===== src/rtl/mux_pkg.sv =====
// ---------------------------------------------------------------------------
// mux_pkg
//   Shared constants for the registered N-way channel multiplexer.
//   - DEF_W / DEF_N : default data width and channel count
//   - MODE_DIRECT / MODE_RR : encoding of the mode input
//   - chan_w()      : channel-index width, never narrower than one bit
// ---------------------------------------------------------------------------
package mux_pkg;

    localparam int DEF_W = 32;
    localparam int DEF_N = 4;

    localparam logic MODE_DIRECT = 1'b0;
    localparam logic MODE_RR     = 1'b1;

    function automatic int chan_w(input int n);
        return (n > 2) ? $clog2(n) : 1;
    endfunction

endpackage


===== src/rtl/rr_arb.sv =====
// ---------------------------------------------------------------------------
// rr_arb
//   Combinational round-robin arbiter. Picks the first requesting channel
//   starting at (last + 1) mod N and wrapping around.
//   Ports:
//     req         [N]  in  : per-channel request
//     last        [SW] in  : most recently granted channel
//     grant       [SW] out : chosen channel (valid only with grant_valid)
//     grant_valid      out : at least one request is present
// ---------------------------------------------------------------------------
module rr_arb
    import mux_pkg::*;
#(
    parameter int N  = DEF_N,
    parameter int SW = chan_w(N)
) (
    input  logic [N-1:0]  req,
    input  logic [SW-1:0] last,
    output logic [SW-1:0] grant,
    output logic          grant_valid
);

    // Walk the offsets from farthest to nearest so that the nearest
    // requester after 'last' is the final (winning) assignment.
    always_comb begin
        grant       = '0;
        grant_valid = 1'b0;
        for (int k = N; k >= 1; k--) begin
            int idx;
            idx = (int'(last) + k) % N;
            if (req[idx[SW-1:0]]) begin
                grant       = idx[SW-1:0];
                grant_valid = 1'b1;
            end
        end
    end

endmodule


===== src/rtl/mux_n_reg.sv =====
// ---------------------------------------------------------------------------
// mux_n_reg
//   N-channel valid/ready multiplexer with a single registered output stage.
//   Channel choice is either direct (sel) or round-robin (rr_arb).
//   Ports:
//     clk, rst_n         : rising-edge clock, synchronous active-low reset
//     in_data  [N*W]     : channel i at [i*W +: W]
//     in_valid [N]       : per-channel valid
//     in_ready [N]       : per-channel accept (combinational, one-hot or 0)
//     mode               : MODE_DIRECT / MODE_RR
//     sel      [SW]      : channel index used in direct mode
//     out_data [W]       : registered selected word
//     out_chan [SW]      : channel that supplied out_data
//     out_valid          : output register holds data
//     out_ready          : downstream accept
// ---------------------------------------------------------------------------
module mux_n_reg
    import mux_pkg::*;
#(
    parameter  int W  = DEF_W,
    parameter  int N  = DEF_N,
    localparam int SW = chan_w(N)
) (
    input  logic           clk,
    input  logic           rst_n,
    input  logic [N*W-1:0] in_data,
    input  logic [N-1:0]   in_valid,
    output logic [N-1:0]   in_ready,
    input  logic           mode,
    input  logic [SW-1:0]  sel,
    output logic [W-1:0]   out_data,
    output logic [SW-1:0]  out_chan,
    output logic           out_valid,
    input  logic           out_ready
);

    logic [W-1:0]  chan_data [N];
    logic [SW-1:0] last;
    logic [SW-1:0] rr_grant;
    logic          rr_grant_valid;
    logic [SW-1:0] grant;
    logic          grant_valid;
    logic          load_ok;
    logic          take;

    logic [W-1:0]  data_p1;
    logic [SW-1:0] chan_p1;
    logic          vld_p1;

    for (genvar i = 0; i < N; i++) begin : g_split
        assign chan_data[i] = in_data[i*W +: W];
    end

    rr_arb #(
        .N  (N),
        .SW (SW)
    ) u_rr_arb (
        .req         (in_valid),
        .last        (last),
        .grant       (rr_grant),
        .grant_valid (rr_grant_valid)
    );

    // Direct mode ignores out-of-range indices; the range test also keeps
    // the in_valid lookup below from ever using an index past N-1.
    always_comb begin
        grant       = sel;
        grant_valid = 1'b0;
        if (mode == MODE_RR) begin
            grant       = rr_grant;
            grant_valid = rr_grant_valid;
        end else if (int'(sel) < N) begin
            grant_valid = in_valid[sel];
        end
    end

    assign load_ok = !vld_p1 || out_ready;

    // A grant always points at a valid channel, so granting while the
    // register can load is exactly an input transfer. Reset gates it off.
    assign take = rst_n && load_ok && grant_valid;

    always_comb begin
        in_ready = '0;
        for (int i = 0; i < N; i++) begin
            in_ready[i] = take && (grant == SW'(i));
        end
    end

    // Stage p0 -> p1: output register; a simultaneous in/out transfer
    // simply overwrites, giving one word per cycle.
    always_ff @(posedge clk) begin
        if (!rst_n) begin
            vld_p1  <= 1'b0;
            data_p1 <= '0;
            chan_p1 <= '0;
            last    <= SW'(N-1);
        end else if (take) begin
            vld_p1  <= 1'b1;
            data_p1 <= chan_data[grant];
            chan_p1 <= grant;
            last    <= grant;
        end else if (out_ready) begin
            vld_p1  <= 1'b0;
        end
    end

    assign out_data  = data_p1;
    assign out_chan  = chan_p1;
    assign out_valid = vld_p1;

endmodule


===== config.mk =====
export PLATFORM = sky130hd
export DESIGN_NAME = mux_n_reg
export DESIGN_NICKNAME = d
export VERILOG_FILES = /design/src/rtl/mux_pkg.sv /design/src/rtl/rr_arb.sv /design/src/rtl/mux_n_reg.sv
export SDC_FILE = /design/constraint.sdc
export NUM_CORES = 1
export LEC_CHECK = 0
export CAP_MARGIN = 0
export CORE_MARGIN = 5
export CORE_UTILIZATION = 36
export DETAILED_ROUTE_END_ITERATION = 7
export PLACE_DENSITY_LB_ADDON = 0.1
export SYNTH_ARGS = -nofsm -noshare
export SYNTH_HDL_FRONTEND = slang
export SYNTH_SLANG_ARGS = --single-unit

===== constraint.sdc =====
create_clock -name clk -period 3.27 [get_ports clk]
set_input_delay 0.654 -clock clk [delete_from_list [all_inputs] [get_ports clk]]
set_output_delay 0.654 -clock clk [all_outputs]
set_load 0.02 [all_outputs]

Yosys cells after proc, flatten, opt, wreduce, memory -nomap -nowiden
Index checks and enable logic that the tools add are counted.
{ "totals": {"ff_bits": 37, "in_bits": 138, "out_inout_bits": 39, "wordCells": 53} }
{ "op_classes": {"add_sub_neg": 4, "magnitude_cmp": 6, "n_eq_ne": 3, "n_mux": 25, "bitwise_logic": 1, "n_reduce_logical": 10} }
{ "ops": {"columns": ["operator", "n"], "rows": [
  ["$bmux W32 S2", 1],
  ["$mux W32", 2],
  ["$lt A2 B3 Y1 const B", 5],
  ["$mux W1", 12],
  ["$bmux W1 S2", 5],
  ["$mux W2", 5],
  ["$logic_and A1 B1 Y1", 6],
  ["$add A2 B1 Y2 const B", 2],
  ["$add A2 B2 Y2 const B", 2],
  ["$eq A2 B2 Y1 const B", 2],
  ["$ge A3 B3 Y1 const B", 1],
  ["$not A2 Y3", 1],
  ["$eq A2 B1 Y1 const B", 1],
  ["$logic_not A2 Y1", 1],
  ["$reduce_bool A2 Y1", 1],
  ["$logic_not A1 Y1", 1],
  ["$logic_or A1 B1 Y1", 1]
]} }

Longest topological paths before layout
{ "logic_depth": {"depth_word": 12, "depth_mapped": 7, "ltp_nobuf": 5} }

By module
From an unflattened synthesis, not the netlist that was laid out.
{ "hier_totals": {"hier_cells": 160, "hier_area_um2": 2107.0} }
{ "modules_own_cells": {"columns": ["module", "instances", "cells_each", "area_each_um2", "seq_area_each_um2"], "rows": [
  ["mux_n_reg", 1, 146, 2015.7, 740.7],
  ["rr_arb", 1, 14, 91.3, 0.0]
]} }

Least setup slack after synthesis
No wires, ideal clock.
{ "synth_path": {"path_type": "input to output", "startpoint": "input in_valid[2]", "endpoint": "output in_ready[0]", "t_arrival_ns": 1.929, "required_time_ns": 2.616, "path_slack_ns": 0.687, "path_stages": 6, "n_path_buf": 1, "cell_sequence": "or4_1 > nand2_1 > o32ai_1 > nand2_1 > clkbuf_1 > nor2_1"} }
{ "synth_between": {"elab_chain_len": 9, "elab_cells_between_ends": 23, "classes_between": "mux: 20; reduce/logical: 3"} }
{ "synth_lines": {"columns": ["element", "line_no", "text"], "rows": [
  ["from (decl)", "mux_n_reg.sv:27", "input logic [N-1:0] in_valid,"],
  ["$bmux W1 S2", "rr_arb.sv:31", "if (req[idx[SW-1:0]]) begin"],
  ["$mux W1 (implied by the code)", "rr_arb.sv:31", null],
  ["$mux W2 / $mux W1 (equally long branches) (4 in series)", "rr_arb.sv:31", null],
  ["$mux W2 / $mux W1 (equally long branches)", "mux_n_reg.sv:69", "if (mode == MODE_RR) begin"],
  ["$logic_not A2 Y1 / $logic_and A1 B1 Y1 (equally long branches)", "mux_n_reg.sv:86, mux_n_reg.sv:81", null],
  ["$logic_and A1 B1 Y1 (*)", "mux_n_reg.sv:86", "in_ready[i] = take && (grant == SW'(i));"],
  ["to (decl)", "mux_n_reg.sv:28", "output logic [N-1:0] in_ready,"]
]} }
Mark *: on every way between the ends. The rest lies on a longest branch, timed or not. The select of a mux whose other input is x is not followed.

Worst setup path after layout
Ends and elaborated chain as after synthesis.

==> results <==
==> cells by family after synthesis <==
group / synth area share [%]
and+or+nand+nor: 11.3
DFF: 33.7
muxes: 32.0
AOI/OAI and AO/OA: 17.6
buffers and inverters: 5.30
==> final timing paths <==
kind	startpoint	end	depth (start not counted)	slack, ps
setup / recovery	in_valid[2]	in_ready[0]	7	180
hold / removal	out_chan[1]$_SDFFE_PN0P_	out_chan[1]$_SDFFE_PN0P_	2	460
setup reg to reg	last[1]$_SDFFE_PN1P_	out_data[27]$_SDFFE_PN0P_	7	1100
hold reg to reg	out_chan[1]$_SDFFE_PN0P_	out_chan[1]$_SDFFE_PN0P_	2	460
==> stage by stage <==
step                      setup slack, ps  instance area [sq um]
after detailed placement            -70.7                   4030
after global placement              -71.1                   4030
after global routing                 46.4                   4150
final                                 176                   4150
after floorplan                       687                   2200
after CTS                             184                   4150
==> critical path, stage by stage <==
cell and delay (ps):
clkdlybuf4s50_1 520, or4_1 580, nand2_1 90, o32ai_1 90, nand2_1 130, nor2_1 50
dlygate4sd2_1 320
==> flip-flops by register name (all words and copies together), names as in the netlist <==
| register | cells |
|---|---|
| out_chan | 2 |
| last | 2 |
| out_valid | 1 |
| out_data | 32 |
==> routing by layer <==
metal  global-route usage, %  routed length, um  up-vias
li1                        -                  -     1220
met2                    34.9               3870      110
met5                       0                  0        -
met4                    6.87                210        0
met1                    21.2               2940     1125
met3                    6.77                839       17
==> area by class of cell <==
cell class | instances | area, sq um
flip-flops and latches | 37 | 741
clock buffers | 6 | 82.6
multi-input cells | 170 | 1350
inverters | 5 | 18.8
repair buffers | 185 | 1820
well taps | 75 | 93.8
clock inverters | 2 | 37.5
fillers | 507 | 1770
==> timing repair <==
action | in CTS | in global routing
buffers inserted | 0 | 0
setup endpoints to repair | 4 | 0
hold endpoints to repair | 0 | 0
resized for setup | 4 | 0
==> synthesized netlist by cell type (2+ instances only) <==
master	instances	area, sq um
mux2i_1	68	681
nand2_1	39	146
dfxtp_1	37	741
o221ai_1	32	280
buf_2	9	45.0
clkbuf_1	5	18.8
nor2_1	5	18.8
inv_1	4	15.0
a21boi_1	3	22.5
buf_6	3	33.8
nand2b_1	3	18.8
a21o_1	2	15.0
nor3b_1	2	15.0
==> where the power goes <==
group | total [mW] | internal, mW | switching [mW]
sequential | 0.539 | 0.508 | 0.0305
clock | 0.409 | 0.248 | 0.161
combinational | 0.628 | 0.359 | 0.268
==> results.ini <==
[sta]
whs_ps = 461
hold_viol = 0
finClkSkew_ps = 5.57
finalSetupViolCount = 0
tns_ps = 0
fin_crit_ps = 3090
rsz0062_at_grt = no
slew_violations = 0
maxSlewHeadroom_pct = 61.6
fin_crit_sh_pct = 94.6
max_slew.worst_pin.slew_ps = 576
fmax_ghz = 0.323

[clocking]
cts_buffers = 5
htreeDepth = 2
clk_path_buf_depth = 2
cts_hold_buf = 0
cts_root_buf = clkbuf_8
cts.sinks = 37
path_clk_slew_ps = 70
cts_tree = built
clk_latency_ps = 280

[synth]
synth.distinct_cells = 30
synthCells = 229
avgSynthCellArea_sq_um = 9.59
synth_seq_cells = 37
yosys_warnings = 0
synth_flop_cell = dfxtp_1
netlist_area_sq_um = 2200
synth_nets = 367
synth_async_sr_flop_share_pct = 0
synth_edf_count = 0
yosysSeqAreaShare_pct = 33.7

[pwr]
cellPowerDensity_nw_per_um2 = 380
vdd_drop_max_mv = 0.243
power_mw = 1.58
power.leakage_nw = 1.68

[route]
drtAntennaViolNets = 0
wl_um = 7860
dr.pass1.iters = 4
vias = 2472
drc_errors = 0
routed_via_density = 5.15
drtIter0Drc = 51
routedWlPerCell_um = 16.4

[die]
io_pins = 177
start_util_pct = 37.1
die_area_sq_um = 7760
core-area_sq_um = 5920
die_w_um = 88.1
rows = 28
die_h_um = 88.1

[cells_and_area]
stdcell_count = 480
diodes = 0
final_util_pct = 70.1
area_growth_pct = 88.9
final_common_cell = clkdlybuf4s50_1
nNetsFinal = 542
layout_common_cells = clkdlybuf4s50_1 (172), mux2i_1 (68), nand2_1 (39)
drive_gt1_share_pct = 4.94

[global_routing]
grt_usage_pct = 19.5
grt_max_degree = 35
grt_overflow = 0
antenna_found_initial = 0
grt_pass1_wl_um = 11900
grt_pass1_vias = 2535

[setup_path]
critPathMaxFanout = 7
start_kind = primary input
crit_path_end_kind = output pin
arrival_ps = 2440
path_class = primary input to output pin
cp.required_ps = 2620

[placement]
port_buffers = 176
dp.final_hpwl_um = 6270
place_inst = 472
gp_congestion = 0.767

[flow_run]
drv_cap = 0

[run_status]
outcome = finished clean

[min_path]
hold_class = register to register

(Power assumes the default switching activity.)
